**src/rtl/pac_mp.sv**
```systemverilog
// pac_mp - packet action controller.
//
// Purpose:
//   Applies the per-packet action chosen upstream. Each packet can go to ibm
//   with a TSN metadata word, to any subset of PORT_NUM local ports, or be
//   discarded. Admission to ibm needs enough free buffer IDs for the packet's
//   priority, looked up in THR_TABLE. Every accepted word appears on its
//   destinations two cycles after its input strobe: one delay stage plus the
//   output register.
//
// Ports:
//   clk, rst               clock, synchronous active-high reset
//   in_pac_data/_wr        packet word and word strobe; tag in [DW-1:DW-2]
//   in_pac_valid/_wr       packet good flag and its strobe (with the tail)
//   in_pac_action/_wr      {pri, to_ibm, port_mask, tsn_flag} and its strobe
//   bufm_ID_count          free buffer IDs reported by ibm
//   out_pac_*              ibm word, valid and TSN metadata outputs
//   out_port_*             shared local-port word bus, per-port strobes/valids
//   pkt_out_cnt            delivered packets, summed over all destinations
//   bufm_ID_cnt            registered, zero-extended bufm_ID_count
//   drop_cnt               dropped-packet count (PAC_MP_DROP_CNT_EN only)
//
// Optional feature: define PAC_MP_DROP_CNT_EN to add the drop_cnt output.

module pac_mp #(
    parameter int DW = 134,
    parameter int PORT_NUM = 4,
    parameter int ID_W = 5,
    parameter logic [8*ID_W-1:0] THR_TABLE = {{6{ID_W'(1)}}, ID_W'(3), ID_W'(4)}
) (
    input  logic                  clk,
    input  logic                  rst,
    input  logic [DW-1:0]         in_pac_data,
    input  logic                  in_pac_data_wr,
    input  logic                  in_pac_valid,
    input  logic                  in_pac_valid_wr,
    input  logic [PORT_NUM+4:0]   in_pac_action,
    input  logic                  in_pac_action_wr,
    input  logic [ID_W-1:0]       bufm_ID_count,
    output logic [DW-1:0]         out_pac_data,
    output logic                  out_pac_data_wr,
    output logic                  out_pac_valid,
    output logic                  out_pac_valid_wr,
    output logic [23:0]           out_pac_tsn_md,
    output logic                  out_pac_tsn_md_wr,
    output logic [DW-1:0]         out_port_data,
    output logic [PORT_NUM-1:0]   out_port_data_wr,
    output logic [PORT_NUM-1:0]   out_port_valid,
    output logic [PORT_NUM-1:0]   out_port_valid_wr,
    output logic [63:0]           pkt_out_cnt,
    output logic [7:0]            bufm_ID_cnt
`ifdef PAC_MP_DROP_CNT_EN
    ,
    output logic [31:0]           drop_cnt
`endif
);

    localparam int AW    = PORT_NUM + 5;
    localparam int NDEST = PORT_NUM + 1;   // bit PORT_NUM is ibm, below are ports

    typedef enum logic [1:0] {IDLE = 2'd0, FWD = 2'd1, DISC = 2'd2} state_e;

    state_e           state_q, state_d;
    logic [AW-1:0]    act_q, act_cur;
    logic [1:0]       tag;
    logic             is_head, is_tail;
    logic [2:0]       pri;
    logic [ID_W-1:0]  thr;
    logic             to_ibm, ibm_en;
    logic [NDEST-1:0] new_dest, dest_q, cur_dest;
    logic             accept, abort, head_acc;
    logic             pvld_cur, pvld_q;

    // delay stage
    logic             vld_p0_q, tail_p0_q, pvld_p0_q, mdwr_p0_q;
    logic [NDEST-1:0] dest_p0_q;
    logic [DW-1:0]    data_p0_q;
    logic [23:0]      md_p0_q;

    // output-stage decode
    logic             ibm_wr;
    logic [PORT_NUM-1:0] port_wr;
    logic [NDEST-1:0] tail_dest, vwr_dest, vld_dest;

    function automatic logic [7:0] popcnt(input logic [NDEST-1:0] v);
        logic [7:0] n;
        n = '0;
        for (int i = 0; i < NDEST; i++) n = n + 8'(v[i]);
        return n;
    endfunction

    // ------------------------------------------------------------------
    // Decode of the incoming word and action
    // ------------------------------------------------------------------
    assign tag      = in_pac_data[DW-1:DW-2];
    assign is_head  = (tag == 2'b01) || (tag == 2'b00);
    assign is_tail  = (tag == 2'b10) || (tag == 2'b00);
    assign act_cur  = in_pac_action_wr ? in_pac_action : act_q;
    assign pri      = act_cur[PORT_NUM+4:PORT_NUM+2];
    assign to_ibm   = act_cur[PORT_NUM+1];
    assign thr      = THR_TABLE[int'(pri)*ID_W +: ID_W];
    assign ibm_en   = to_ibm && !(bufm_ID_count < thr);
    assign new_dest = {ibm_en, act_cur[PORT_NUM:1]};
    // A valid strobe anywhere in the packet overrides the default of "good".
    assign pvld_cur = in_pac_valid_wr ? in_pac_valid : (is_head ? 1'b1 : pvld_q);
    assign head_acc = in_pac_data_wr && is_head;

    // FSM: state register
    always_ff @(posedge clk) begin
        if (rst) state_q <= IDLE;
        else     state_q <= state_d;
    end

    // FSM: next state
    always_comb begin
        state_d = state_q;
        if (in_pac_data_wr) begin
            if (is_head) begin
                if (tag == 2'b00)           state_d = IDLE;
                else if (new_dest != '0)    state_d = FWD;
                else                        state_d = DISC;
            end else if ((state_q != IDLE) && is_tail) begin
                state_d = IDLE;
            end
        end
    end

    // FSM: outputs. A head always starts a new packet; a head arriving while
    // a packet is still open also closes the old one as bad.
    always_comb begin
        accept   = 1'b0;
        abort    = 1'b0;
        cur_dest = dest_q;
        if (in_pac_data_wr) begin
            if (is_head) begin
                accept   = 1'b1;
                abort    = (state_q != IDLE);
                cur_dest = new_dest;
            end else if (state_q != IDLE) begin
                accept   = 1'b1;
            end
        end
    end

    // Packet context: action register, destinations and good flag.
    always_ff @(posedge clk) begin
        if (rst) begin
            act_q  <= '0;
            dest_q <= '0;
            pvld_q <= 1'b1;
        end else begin
            if (in_pac_action_wr) act_q <= in_pac_action;
            if (head_acc)         dest_q <= new_dest;
            if (accept)           pvld_q <= pvld_cur;
        end
    end

    // ------------------------------------------------------------------
    // Stage p0: delay stage
    // ------------------------------------------------------------------
    always_ff @(posedge clk) begin
        if (rst) begin
            vld_p0_q  <= 1'b0;
            tail_p0_q <= 1'b0;
            pvld_p0_q <= 1'b0;
            mdwr_p0_q <= 1'b0;
            dest_p0_q <= '0;
        end else begin
            vld_p0_q  <= accept && (cur_dest != '0);
            tail_p0_q <= is_tail;
            pvld_p0_q <= pvld_cur;
            mdwr_p0_q <= head_acc && ibm_en;
            dest_p0_q <= cur_dest;
        end
    end

    always_ff @(posedge clk) begin
        data_p0_q <= in_pac_data;
        md_p0_q   <= {pri, in_pac_data[107:96], act_cur[0], 8'h00};
    end

    // ------------------------------------------------------------------
    // Stage p1: output register
    // ------------------------------------------------------------------
    assign ibm_wr    = vld_p0_q && dest_p0_q[PORT_NUM];
    assign port_wr   = vld_p0_q ? dest_p0_q[PORT_NUM-1:0] : '0;
    assign tail_dest = (vld_p0_q && tail_p0_q) ? dest_p0_q : '0;
    // An aborted packet is closed on its old destinations with valid low.
    assign vwr_dest  = tail_dest | (abort ? dest_q : '0);
    assign vld_dest  = pvld_p0_q ? tail_dest : '0;

    always_ff @(posedge clk) begin
        if (rst) begin
            out_pac_data      <= '0;
            out_pac_data_wr   <= 1'b0;
            out_pac_valid     <= 1'b0;
            out_pac_valid_wr  <= 1'b0;
            out_pac_tsn_md    <= '0;
            out_pac_tsn_md_wr <= 1'b0;
            out_port_data     <= '0;
            out_port_data_wr  <= '0;
            out_port_valid    <= '0;
            out_port_valid_wr <= '0;
            pkt_out_cnt       <= '0;
            bufm_ID_cnt       <= '0;
        end else begin
            out_pac_data      <= ibm_wr ? data_p0_q : '0;
            out_pac_data_wr   <= ibm_wr;
            out_pac_valid     <= vld_dest[PORT_NUM];
            out_pac_valid_wr  <= vwr_dest[PORT_NUM];
            out_pac_tsn_md    <= (vld_p0_q && mdwr_p0_q) ? md_p0_q : '0;
            out_pac_tsn_md_wr <= vld_p0_q && mdwr_p0_q;
            out_port_data     <= (port_wr != '0) ? data_p0_q : '0;
            out_port_data_wr  <= port_wr;
            out_port_valid    <= vld_dest[PORT_NUM-1:0];
            out_port_valid_wr <= vwr_dest[PORT_NUM-1:0];
            pkt_out_cnt       <= pkt_out_cnt + 64'(popcnt(tail_dest));
            bufm_ID_cnt       <= 8'(bufm_ID_count);
        end
    end

`ifdef PAC_MP_DROP_CNT_EN
    logic [1:0] drop_inc;

    function automatic logic [31:0] sat_add32(input logic [31:0] a, input logic [1:0] b);
        logic [32:0] s;
        s = {1'b0, a} + 33'(b);
        return s[32] ? 32'hFFFF_FFFF : s[31:0];
    endfunction

    // Refused ibm admission and a fully discarded packet each count once.
    assign drop_inc = {1'b0, head_acc && to_ibm && !ibm_en} +
                      {1'b0, head_acc && (new_dest == '0)};

    always_ff @(posedge clk) begin
        if (rst) drop_cnt <= '0;
        else     drop_cnt <= sat_add32(drop_cnt, drop_inc);
    end
`endif

endmodule

```
**config.mk**
```make
export PLATFORM = sky130hd
export DESIGN_NAME = pac_mp
export DESIGN_NICKNAME = d
export VERILOG_FILES = /design/src/rtl/pac_mp.sv
export SDC_FILE = /design/constraint.sdc
export NUM_CORES = 1
export LEC_CHECK = 0
export ABC_AREA = 1
export BUFFER_PORTS_ARGS = -buffer_cell sky130_fd_sc_hd__buf_2
export CAP_MARGIN = 20
export CORE_AREA = 2 2 206 208
export CTS_BUF_LIST = sky130_fd_sc_hd__clkbuf_4
export DETAILED_ROUTE_END_ITERATION = 8
export DIE_AREA = 0 0 208 210
export MAX_ROUTING_LAYER = met4
export PLACE_DENSITY = 0.68
export RECOVER_POWER = 25
export SYNTH_ARGS = -nofsm -noshare
export SYNTH_HDL_FRONTEND = slang
export SYNTH_SLANG_ARGS = --single-unit
```
**constraint.sdc**
```tcl
create_clock -name clk -period 4.6 [get_ports clk]
set_clock_uncertainty 0.15 [all_clocks]
set_input_delay 0.92 -clock clk [delete_from_list [all_inputs] [get_ports clk]]
set_output_delay 0.92 -clock clk [all_outputs]
set_load 0.005 [all_outputs]
```
==> impl_metrics.toml <==
[synth]
yosysTopAreaCell = "dfxtp_1"
synth_most_common_cell = "dfxtp_1"
async_flop_share_pct = 0
yosys-top-cells-count = "dfxtp_1 (533), nor2_1 (425), inv_1 (255)"
synth_edf_count = 0
synthCells = 1731
yosys.area_share.simple_pct = 19.8
synth_area_um2 = 15800
synth_top_area_share_pct = 67.5
yosys.area_share.adder_pct = 0.855
synth_xor_area_share_pct = 0.333
avgSynthCellArea_um2 = 9.13
synth.distinct_cells = 37
synth-seq-cells = 533
synth_top_family_by_area = "simple AND/OR/NAND/NOR gates"
synth.area.top_cells = "dfxtp_1 (68%), nor2_1 (10%), inv_1 (6.1%)"
seq_area_frac_synth_pct = 67.5
yosysWarnings = 0
synth_compound_area_share_pct = 3.47
synth_mux_area_share_pct = 0.0634
ys.flop_type = "dfxtp_1"

[route]
dr.first_iter.drc_count = 835
via_per_inst = 4.49
first_pass_iters = 5
wl_per_cell_um = 16.7
wirelength_um = 52000
final_antenna_net_count = 0
via_count = 13998
drc = 0

[grt]
busiest_layer = "met2"
grt_use_met1_pct = 26.1
grt.overflow.total = 0
use_met3_pct = 7.15
grt_pass1_wl_um = 78300
grt_use_met2_pct = 39.8
grt_start_max_net_pins = 72
grt_pass1_vias = 14448
antenna_found_initial = 2
grt.total_usage_pct = 24.2

[run_status]
violations = "capacitance limit, slew limit"
status = "complete, but fails checks"

[critical_path]
crit_end = "out_port_data_wr[0]$_SDFF_PP0_"
cp.required_ps = 5060
slowest_stage = "clkbuf_1"
cp_max_fo = 60
crit_chain = "buf_2 -> clkbuf_1 -> clkbuf_1 -> nor2_1"
r2r_start = "vld_p0_q$_SDFF_PP0_"
start_kind = "primary input"
cp_num_buf_inv = 3
worst_setup_path_end_kind = "flop"
path_class = "primary input to flop"
arrival_ps = 4370
cpPeakStageDelay_ps = 1970
cp.depth = 4
reg2reg_to = "pkt_out_cnt[56]$_SDFF_PP0_"
rrSetupSlack_ps = 1000
reg2reg_depth = 15
cp_top_family = "buffers and inverters"
critPathLaunch = "rst"
crit_top_cell = "clkbuf_1"

[power]
power_frac_comb_pct = 3.9
pwr-share-clk_pct = 43.6
power.share.sequential_pct = 52.4
p_int_w = 0.00698
power.total_w = 0.00907
vdd_drop_max_mv = 0.192
p_switching_w = 0.00209
swShare_pct = 23.0
leakage_nw = 11.1
cellPowerDensity_nw_per_um2 = 413

[floorplanning]
initial_utilization_pct = 38.1
die_x_um = 208
ios = 534
rows = 75
dieArea_um2 = 43700
core_um2 = 41500
die_y_um = 210

[sta]
fin_crit_sh_pct = 85.0
maxSlewViolCount = 61
final_hold_viol_count = 0
clock.fmax_ghz = 0.256
tightest_slew_ps = 2670
finalSetupViolations = 0
setup_tns_ps = 0
maxSlewHeadroom_pct = -77.8
rsz0062_at_grt = "no"
fin_crit_ps = 3910

[clock_network]
cts_buffer_depth = 3
cts-root-buf = "clkbuf_4"
cts_buffers = 138
cts.sinks = 533
path_clk_slew_ps = 60
cts_max_level = 4
cts_tree = "yes"
clk_latency_ps = 910

[run]
cap_viol_max_count = 1

[min_path]
min_path_type = "primary input to flop"

[place]
placed_area_um2 = 18900
finalWeightedCongestion = 0.926
hpwl_um = 37100
port_buffers = 522

[layout]
syn_to_final_growth_pct = 39.0
final_util_pct = 52.9
fin_area_um2 = 22000
nets = 2658
drive_gt1_share_pct = 29.1
-- final cells by class --
class	count	area (um^2)
well taps	539	674
clock inverters	34	269
diodes	2	5.00
inverters	264	993
clock buffers	185	1390
flip-flops and latches	533	10700
multi-input cells	890	3920
fillers	3724	19500
repair buffers	668	4030
-- power by group through the flow --
stage	clock network, W	registers, W	logic, W
global placement	0	0.00485	0.000248
global route	0.00433	0.00476	0.000392
finish	0.00396	0.00475	0.000358
detailed placement	0	0.00486	0.000255
CTS	0.00407	0.00475	0.000356
floorplan	0	0.00485	0.000119
-- tightest hold or removal path, stage by stage --
cell and delay, ps:
buf_2 90, mux2i_1 100, nor2_1 90
-- registers in the layout, summed over array words and instances, names as in the netlist, 5 cells and up --
| signal | flops |
|---|---|
| data_p0_q | 134 |
| out_pac_data | 134 |
| out_port_data | 134 |
| pkt_out_cnt | 64 |
| out_pac_tsn_md | 16 |
| act_q | 9 |
| bufm_ID_cnt | 5 |
| dest_p0_q | 5 |
| dest_q | 5 |
-- kinds of logic after synthesis --
kind of cell | count (synthesis)
AOI/OAI and AO/OA | 106
xor gates and xnor gates | 6
adders and majority gates | 9
buffers and inverters | 318
DFF | 533
muxes | 1
other | 1
and+or+nand+nor | 757
-- cells in the final DEF (no fill, tap or decap), drive strengths merged, types with 2 or more instances in the layout --
cell / instances
dfxtp: 533
buf: 509
nor2: 439
inv: 268
clkbuf: 204
nand2: 202
dlygate4sd3: 140
a21oi: 65
nand3: 53
o21ai: 36
clkinv: 25
nor3: 24
nand4: 23
or2: 13
conb: 11
ha: 6
xor2: 5
bufinv: 4
fa: 3
diode: 2
a31oi: 2
nand3b: 2
o21a: 2
-- routing by layer --
metal  routed length [um]  vias to the layer above
met5                    0                        -
met4                 2640                        0
met3                 3640                      140
met2                25400                      640
met1                20300                     6405
li1                     -                     6813
-- metrics by stage --
stage                     worst slack [ps]  instances  hold WS (ps)
final                                  692       3115           202
after global routing                   330       3115           109
after CTS                             1050       3113          52.0
after detailed placement              1050       2754           254
after global placement                1120       2754           245
after floorplan                       1310       1741           244
-- how the worst min path moves through the flow --
stage	start	end	cells after the start
2_1_floorplan	md_p0_q[21]$_DFF_P_	out_pac_tsn_md[21]$_SDFF_PP0_	2
3_3_place_gp	md_p0_q[22]$_DFF_P_	out_pac_tsn_md[22]$_SDFF_PP0_	2
3_5_place_dp	md_p0_q[21]$_DFF_P_	out_pac_tsn_md[21]$_SDFF_PP0_	2
4_1_cts	in_pac_action[1]	act_q[1]$_SDFF_PP0_	3
5_1_grt	in_pac_action[1]	act_q[1]$_SDFF_PP0_	3
6_report	in_pac_action[1]	act_q[1]$_SDFF_PP0_	3
-- timing repair --
item / 4_1_cts / 5_1_grt
setup buffers: 0 / 0
hold buffers: 140 / 0
endpoints found under the hold margin: 140 / 0
resized for setup: 0 / 0
Note: power is estimated with default switching activity, not from simulation.
